$ cat config.mk
export PLATFORM = sky130hd
export DESIGN_NAME = pipeline_ctrl
export DESIGN_NICKNAME = d
export VERILOG_FILES = /design/src/rtl/pipeline_ctrl_pkg.sv /design/src/rtl/pipeline_ctrl_hazard_detect.sv /design/src/rtl/pipeline_ctrl.sv
export SDC_FILE = /design/constraint.sdc
export NUM_CORES = 1
export LEC_CHECK = 0
export BUFFER_PORTS_ARGS = -buffer_cell sky130_fd_sc_hd__buf_4
export CELL_PAD_IN_SITES_DETAIL_PLACEMENT = 0
export CELL_PAD_IN_SITES_GLOBAL_PLACEMENT = 1
export CORE_MARGIN = 3
export CORE_UTILIZATION = 32
export DETAILED_ROUTE_END_ITERATION = 8
export GPL_TIMING_DRIVEN = 1
export PLACE_DENSITY_LB_ADDON = 0.1
export SLEW_MARGIN = 20
export SYNTH_ARGS = -nofsm -noshare
export SYNTH_HDL_FRONTEND = slang
export SYNTH_SLANG_ARGS = --single-unit
$ cat constraint.sdc
create_clock -name i_clk -period 1.95 [get_ports i_clk]
set_input_delay 0 -clock i_clk [delete_from_list [all_inputs] [get_ports i_clk]]
set_output_delay 0 -clock i_clk [all_outputs]
set_load 0.01 [all_outputs]
$ cat src/rtl/pipeline_ctrl_pkg.sv
// Shared constants for the pipeline hazard/control sequencer: datapath widths,
// FSM state encodings and the redirect bubble counter width.
package pipeline_ctrl_pkg;

  localparam int XLEN_DEF  = 32;
  localparam int XADDR_DEF = 5;
  localparam int CNT_W     = 3;

  localparam logic [1:0] ST_RUN      = 2'd0;
  localparam logic [1:0] ST_MEM_WAIT = 2'd1;
  localparam logic [1:0] ST_TRAP     = 2'd2;
  localparam logic [1:0] ST_REDIRECT = 2'd3;

endpackage

$ cat src/rtl/pipeline_ctrl_hazard_detect.sv
// Load-use comparator: flags a decode-stage read of a register that the load
// currently in execute has not yet produced.
module pipeline_ctrl_hazard_detect #(
  parameter int XADDR = 5
) (
  input  logic [XADDR-1:0] id_rs1_addr,
  input  logic [XADDR-1:0] id_rs2_addr,
  input  logic             id_uses_rs1,
  input  logic             id_uses_rs2,
  input  logic [XADDR-1:0] ex_rd_addr,
  input  logic             ex_is_load,
  input  logic             ex_wr_en,
  output logic             load_use
);

  logic rs1_hit;
  logic rs2_hit;

  assign rs1_hit  = id_uses_rs1 && (id_rs1_addr == ex_rd_addr);
  assign rs2_hit  = id_uses_rs2 && (id_rs2_addr == ex_rd_addr);
  // x0 is hard-wired to zero, so a load targeting it can never create a hazard.
  assign load_use = ex_is_load && ex_wr_en && (ex_rd_addr != '0) && (rs1_hit || rs2_hit);

endmodule

$ cat src/rtl/pipeline_ctrl.sv
// Hazard and control-flow sequencer for the 5-stage pipeline: stalls, flushes,
// branch/mret redirects and trap entry with mepc/mcause capture.
module pipeline_ctrl
  import pipeline_ctrl_pkg::*;
#(
  parameter int XLEN         = XLEN_DEF,
  parameter int XADDR        = XADDR_DEF,
  parameter int FLUSH_CYCLES = 2
) (
  input  logic             i_clk,
  input  logic             i_rst_n,
  input  logic [XADDR-1:0] i_id_rs1_addr,
  input  logic [XADDR-1:0] i_id_rs2_addr,
  input  logic             i_id_uses_rs1,
  input  logic             i_id_uses_rs2,
  input  logic [XADDR-1:0] i_ex_rd_addr,
  input  logic             i_ex_is_load,
  input  logic             i_ex_wr_en,
  input  logic             i_branch_taken,
  input  logic [XLEN-1:0]  i_branch_target,
  input  logic             i_mret,
  input  logic [XLEN-1:0]  i_mepc,
  input  logic             i_trap_req,
  input  logic [XLEN-1:0]  i_trap_pc,
  input  logic [XLEN-1:0]  i_trap_cause,
  input  logic [XLEN-1:0]  i_mtvec,
  input  logic             i_mem_busy,
  output logic             o_stall_if,
  output logic             o_stall_id,
  output logic             o_stall_ex,
  output logic             o_flush_id,
  output logic             o_flush_ex,
  output logic             o_pc_redirect,
  output logic [XLEN-1:0]  o_pc_target,
  output logic             o_csr_trap_we,
  output logic [XLEN-1:0]  o_csr_mepc,
  output logic [XLEN-1:0]  o_csr_mcause
);

  localparam logic [CNT_W-1:0] CNT_LOAD = CNT_W'(FLUSH_CYCLES - 1);

  logic [1:0]       state_q,  state_d;
  logic [CNT_W-1:0] cnt_q,    cnt_d;
  logic [XLEN-1:0]  target_q, target_d;
  logic [XLEN-1:0]  mepc_q,   mepc_d;
  logic [XLEN-1:0]  mcause_q, mcause_d;
  logic             active_q;
  logic             load_use;

  pipeline_ctrl_hazard_detect #(.XADDR(XADDR)) u_hazard (
    .id_rs1_addr (i_id_rs1_addr),
    .id_rs2_addr (i_id_rs2_addr),
    .id_uses_rs1 (i_id_uses_rs1),
    .id_uses_rs2 (i_id_uses_rs2),
    .ex_rd_addr  (i_ex_rd_addr),
    .ex_is_load  (i_ex_is_load),
    .ex_wr_en    (i_ex_wr_en),
    .load_use    (load_use)
  );

  always_comb begin
    // NOTE: every signal assigned here gets a default first, so no path can infer a latch.
    state_d       = state_q;
    cnt_d         = cnt_q;
    target_d      = target_q;
    mepc_d        = mepc_q;
    mcause_d      = mcause_q;
    o_stall_if    = 1'b0;
    o_stall_id    = 1'b0;
    o_stall_ex    = 1'b0;
    o_flush_id    = 1'b0;
    o_flush_ex    = 1'b0;
    o_pc_redirect = 1'b0;
    o_csr_trap_we = 1'b0;

    case (state_q)
      ST_RUN: begin
        // Inputs are ignored until the first clock edge after reset release.
        if (active_q) begin
          if (i_trap_req) begin
            state_d  = ST_TRAP;
            mepc_d   = i_trap_pc;
            mcause_d = i_trap_cause;
            target_d = i_mtvec & ~XLEN'(3);
          end else if (i_mret) begin
            state_d  = ST_REDIRECT;
            cnt_d    = CNT_LOAD;
            target_d = i_mepc;
          end else if (i_branch_taken) begin
            state_d  = ST_REDIRECT;
            cnt_d    = CNT_LOAD;
            target_d = i_branch_target;
          end else if (i_mem_busy) begin
            state_d    = ST_MEM_WAIT;
            o_stall_if = 1'b1;
            o_stall_id = 1'b1;
            o_stall_ex = 1'b1;
          end else if (load_use) begin
            o_stall_if = 1'b1;
            o_stall_id = 1'b1;
          end
        end
      end

      ST_MEM_WAIT: begin
        o_stall_if = i_mem_busy;
        o_stall_id = i_mem_busy;
        o_stall_ex = i_mem_busy;
        if (i_trap_req) begin
          state_d  = ST_TRAP;
          mepc_d   = i_trap_pc;
          mcause_d = i_trap_cause;
          target_d = i_mtvec & ~XLEN'(3);
        end else if (!i_mem_busy) begin
          state_d = ST_RUN;
        end
      end

      ST_TRAP: begin
        o_csr_trap_we = 1'b1;
        o_flush_id    = 1'b1;
        o_flush_ex    = 1'b1;
        state_d       = ST_REDIRECT;
        cnt_d         = CNT_LOAD;
      end

      ST_REDIRECT: begin
        o_flush_id    = 1'b1;
        o_flush_ex    = 1'b1;
        o_pc_redirect = (cnt_q == CNT_LOAD);
        if (cnt_q == '0) state_d = ST_RUN;
        else             cnt_d   = cnt_q - CNT_W'(1);
      end

      default: state_d = ST_RUN;
    endcase
  end

  assign o_pc_target  = target_q;
  assign o_csr_mepc   = mepc_q;
  assign o_csr_mcause = mcause_q;

  // NOTE: sequential state uses non-blocking assignments so all registers update from pre-edge values.
  always_ff @(posedge i_clk or negedge i_rst_n) begin
    if (!i_rst_n) begin
      state_q  <= ST_RUN;
      cnt_q    <= '0;
      target_q <= '0;
      mepc_q   <= '0;
      mcause_q <= '0;
      active_q <= 1'b0;
    end else begin
      state_q  <= state_d;
      cnt_q    <= cnt_d;
      target_q <= target_d;
      mepc_q   <= mepc_d;
      mcause_q <= mcause_d;
      active_q <= 1'b1;
    end
  end

endmodule

; ---- After elaboration in Yosys (flattened, before gate mapping)
; Index checks and enable logic that the tools add are counted.
[word_totals]
inputBits = 185
output_inout_bits = 103
ff_bits = 102
[op_classes]
n_reduce_logical = 16
muxes = 43
eq_ne = 15
n_addsub = 1
[op_table]
columns = op, n
row1 = $mux 32, 9
row2 = $pmux 32 s2, 3
row3 = $mux 2, 8
row4 = $mux 3, 5
row5 = $mux 1, 14
row6 = $eq 5x5->1, 2
row7 = $ne 2x2->1 const B, 5
row8 = $pmux 3 s3, 1
row9 = $pmux 2 s4, 1
row10 = $reduce_and 4->1, 2
row11 = $ne 3x3->1 const B, 2
row12 = $logic_and 1x1->1, 5
row13 = $ne 5x5->1 const B, 1
row14 = $reduce_and 5->1, 1
row15 = $reduce_bool 5->1, 1
row16 = $eq 2x2->1 const B, 2
row17 = $ne 4x4->1 const B, 1
row18 = $pmux 1 s2, 2
row19 = $eq 3x1->1 const B, 1
row20 = $logic_not 3->1, 1
row21 = $reduce_bool 3->1, 1
row22 = $sub 3x1->3 const B, 1
row23 = $eq 2x1->1 const B, 1
row24 = $logic_not 2->1, 1
row25 = 4 further kinds, 4

; ---- Depth between registers and ports, before layout
[logic_depth]
depth_word = 11
mapped_depth = 7
ltp_nobuf = 6

; ---- Hierarchy
; From an unflattened synthesis, not the netlist that was laid out.
[hier_totals]
hier_cells = 379
area_unflattened_um2 = 5131.2
[modules_own_cells]
columns = module, cells_each, area_per_inst_um2, n_inst, seq_area_each_um2
row1 = pipeline_ctrl, 362, 4996.0, 1, 2552.4
row2 = pipeline_ctrl_hazard_detect, 17, 135.1, 1, 0.0

; ---- Worst setup path before layout
; OpenSTA, ideal clock, no wires.
[synth_timing]
path_kind = register to output
from = register state_q[0]
to = output o_stall_if
slack_ps = 349
path_stages_with_launch = 7
required_time_ps = 1950
n_path_buf = 2
arrival_time_ps = 1601
cell_sequence = dfrtp_1 > buf_6 > or3b_4 > o31ai_4 > and3_1 > a41o_1 > buf_4
[synth_via]
elab_chain_cells = 2
[synth_rtl]
columns = item, line_no
row1 = start: declaration, pipeline_ctrl.sv:42  ; logic [1:0] state_q, state_d;
row2 = start signal: assignment, pipeline_ctrl.sv:153  ; state_q <= state_d;
row3 = $eq 2x1->1 / $logic_not 2->1 (equally long branches), -
row4 = $pmux 1 s2 *, -
row5 = end: declaration, pipeline_ctrl.sv:28  ; output logic o_stall_if,
; Every way passes the cells marked *; elsewhere a longest branch is shown, timed or not.

; ---- Final worst setup path
[layout_timing]
from = register state_q[0]
to = output o_stall_if
[layout_via]
elab_chain_cells = 2
[layout_rtl]
columns = item, line_no
row1 = $eq 2x1->1 / $logic_not 2->1 (equally long branches), pipeline_ctrl.sv:76  ; case (state_q)
row2 = $pmux 1 s2 *, pipeline_ctrl.sv:76
; Marked as above.

==> out/metrics.yaml <==
status:
  status: "completed"
power_and_ir_drop:
  ir_worst_vdd_v: 0.000674
  p_int_w: 0.00687
  clock_power_share: 0.168
  p_sw_frac: 0.344
  power_frac_seq: 0.356
  p_sw_w: 0.00360
  p_leak_nw: 4.06
  power_frac_comb: 0.476
  pwr_density_cell_nw_per_um2: 1250
timing:
  tightest_slew_ps: 564
  relSlewSlack: 0.624
  finalHoldViolations: 0
  rsz0062_at_grt: "true"
  maxSlewViolCount: 0
  setup_viol: 0
  max_freq_ghz: 0.531
  fin_crit_sh: 0.966
  fin_worst_skew_ps: 5.77
  period_minus_slack_ps: 1880
cts:
  root_buffer: "clkbuf_16"
  clk_path_buf_depth: 2
  cts.sinks: 102
  path_clk_slew_ps: 70
  cts_tree: "yes"
  numCtsBuffers: 9
  clk_latency_ps: 350
  htree_num_levels: 3
cells_and_area:
  final_common_cell: "buf_4"
  insertedDiodeCount: 0
  syn_to_final_growth_pct: 74.8
  layout.nets: 941
  layout_common_cells: "buf_4 (290), dfrtp_1 (102), dlygate4sd3_1 (95)"
  drive_above_1_share: 0.542
  fin_util: 0.574
  final_cells: 942
yosys:
  synth_top_area_share: 0.531
  synth_fp_nets: 563
  async_flop_share: 1.00
  syn_area_per_cell_um2: 12.8
  ys_warn_count: 0
  synth_flop_cell: "dfrtp_1"
  ys_types: 37
  synth_top_cells_by_area: "dfrtp_1 (53%), mux2_2 (21%), mux2i_1 (6.5%)"
  synth_top_area_cell: "dfrtp_1"
  ys_seq_area_frac: 0.531
  synthCells: 375
  synth_seq_cells: 102
  synth_edf_count: 0
  synth_area_um2: 4810
worst_hold_path:
  min_delay_worst_endpoint: "o_pc_target[27]"
  hold_class: "primary input to flip-flop"
  worstHoldStart: "i_mtvec[27]"
  holdPathStages: 3
route:
  vias: 4274
  wl_um: 14700
  drtPass1Iterations: 4
  postRouteAntennaNets: 0
  routedWlPerCell_um: 15.6
  drtIter0Drc: 102
  vias_per_cell: 4.54
  drc: 0
placement:
  numPortBuffers: 285
  hpwl_um: 10700
  dp_cells: 830
  gp_congestion: 0.722
worst_setup_path:
  r2r-end: "o_pc_target[27]"
  r2r-start: "state_q[0]"
  critPathKind: "flip-flop to output pin"
  required_ps: 1950
  reg2regPathDepth: 6
  r2r_setup_slack_ps: 350
  start_kind: "flip-flop"
  critPathMaxFanout: 3
  cp-end-kind: "output pin"
  worst_ep_arrival_time_ps: 1880
floorplan:
  coreArea_um2: 14600
  die_area_um2: 16500
  chipHeight_um: 129
  num_io_pins: 288
  rows: 44
  start_util: 0.328
  fp.dieW_um: 129
flow_run:
  maxCapViolations: 0
grt:
  grt_max_degree: 65
  grt_pass1_vias: 4824
  grtUsageTotal: 0.178
  antenna_found_initial: 0
  grt_pass1_wl_um: 23300
  gr-total-overflow: 0
registers in the layout (all words and copies together), names as in the netlist:
name	cells
active_q	1
cnt_q	3
o_csr_mcause	32
o_csr_mepc	32
o_pc_target	32
state_q	2
routing by layer:
metal  global-route usage  wire [um]  vias up
met3               0.0548       1150       28
met5                    0          0        -
met2                0.319       7670      169
li1                     -          -     2067
met4               0.0784        418        0
met1                0.193       5430     2010
power by group through the flow:
stage	sequential (W)	combinational (W)	clock, W
after floorplan	0.00418	0.00194	0
after global placement	0.00369	0.00480	0
after detailed placement	0.00374	0.00489	0
after CTS	0.00372	0.00507	0.00182
after global routing	0.00385	0.00544	0.00192
final	0.00372	0.00499	0.00176
metrics by stage:
step	instance area (um2)	setup slack [ps]	power (W)	TNS [ps]	hold slack, ps
6_report	8400	66.5	0.0105	0	3.93
5_1_grt	8400	-9.56	0.0112	-18.7	57.4
4_1_cts	8400	25.6	0.0106	0	5.39
3_5_place_dp	7140	364	0.00863	0	22.5
3_3_place_gp	7140	384	0.00850	0	15.7
2_1_floorplan	4810	349	0.00613	0	-296
layout make-up:
cell class                      instances  area [um2]
Fill cell                            1253        6240
Tap cell                              184         230
Timing Repair Buffer                  391        3230
Clock inverter                          7        66.3
Inverter                                6        22.5
Multi-Input combinational cell        243        2080
Sequential cell                       102        2550
Clock buffer                            9         225
worst max-delay path by stage:
stage | slack, ps | startpoint | to | cells after the start
2_1_floorplan | 350 | state_q[0] | o_stall_if | 6
3_3_place_gp | 380 | state_q[0] | o_stall_if | 6
3_5_place_dp | 360 | state_q[0] | o_stall_if | 6
4_1_cts | 30 | state_q[0] | o_stall_if | 6
5_1_grt | -10 | state_q[0] | o_stall_if | 5
6_report | 70 | state_q[0] | o_stall_if | 5
cells by family after synthesis:
kind of cell / synth area share
compound gates: 0.0625
simple gates: 0.0500
other cells: 0.000780
buf+inv: 0.0406
xor+xnor: 0.0182
fa+ha+maj: 0.00781
flops: 0.531
mux: 0.289
critical path, cell delays in order (launching register included):
cell	delay [ps]
dfrtp_1	400
or3b_4	420
o31ai_4	230
and3_4	210
a41o_1	150
buf_6	120
what timing repair did:
| action | 4_1_cts | 5_1_grt |
|---|---|---|
| hold buffers | 95 | 0 |
| setup endpoints to repair | 2 | 2 |
| gates resized for setup | 2 | 2 |
| hold endpoints to repair | 132 | 0 |
| pin swaps | 1 | 3 |
| setup buffers | 1 | 1 |
synth_stat cells (all sizes together), types with 2 or more instances:
cell type / count
o31ai: 2
ha: 3
o21ba: 2
clkbuf: 2
buf: 22
inv: 6
nand4: 3
dfrtp: 102
o21ai: 35
nor2: 4
nand2: 41
mux2i: 31
mux2: 96
xnor2: 10
Power figures use the tool's default switching activity.
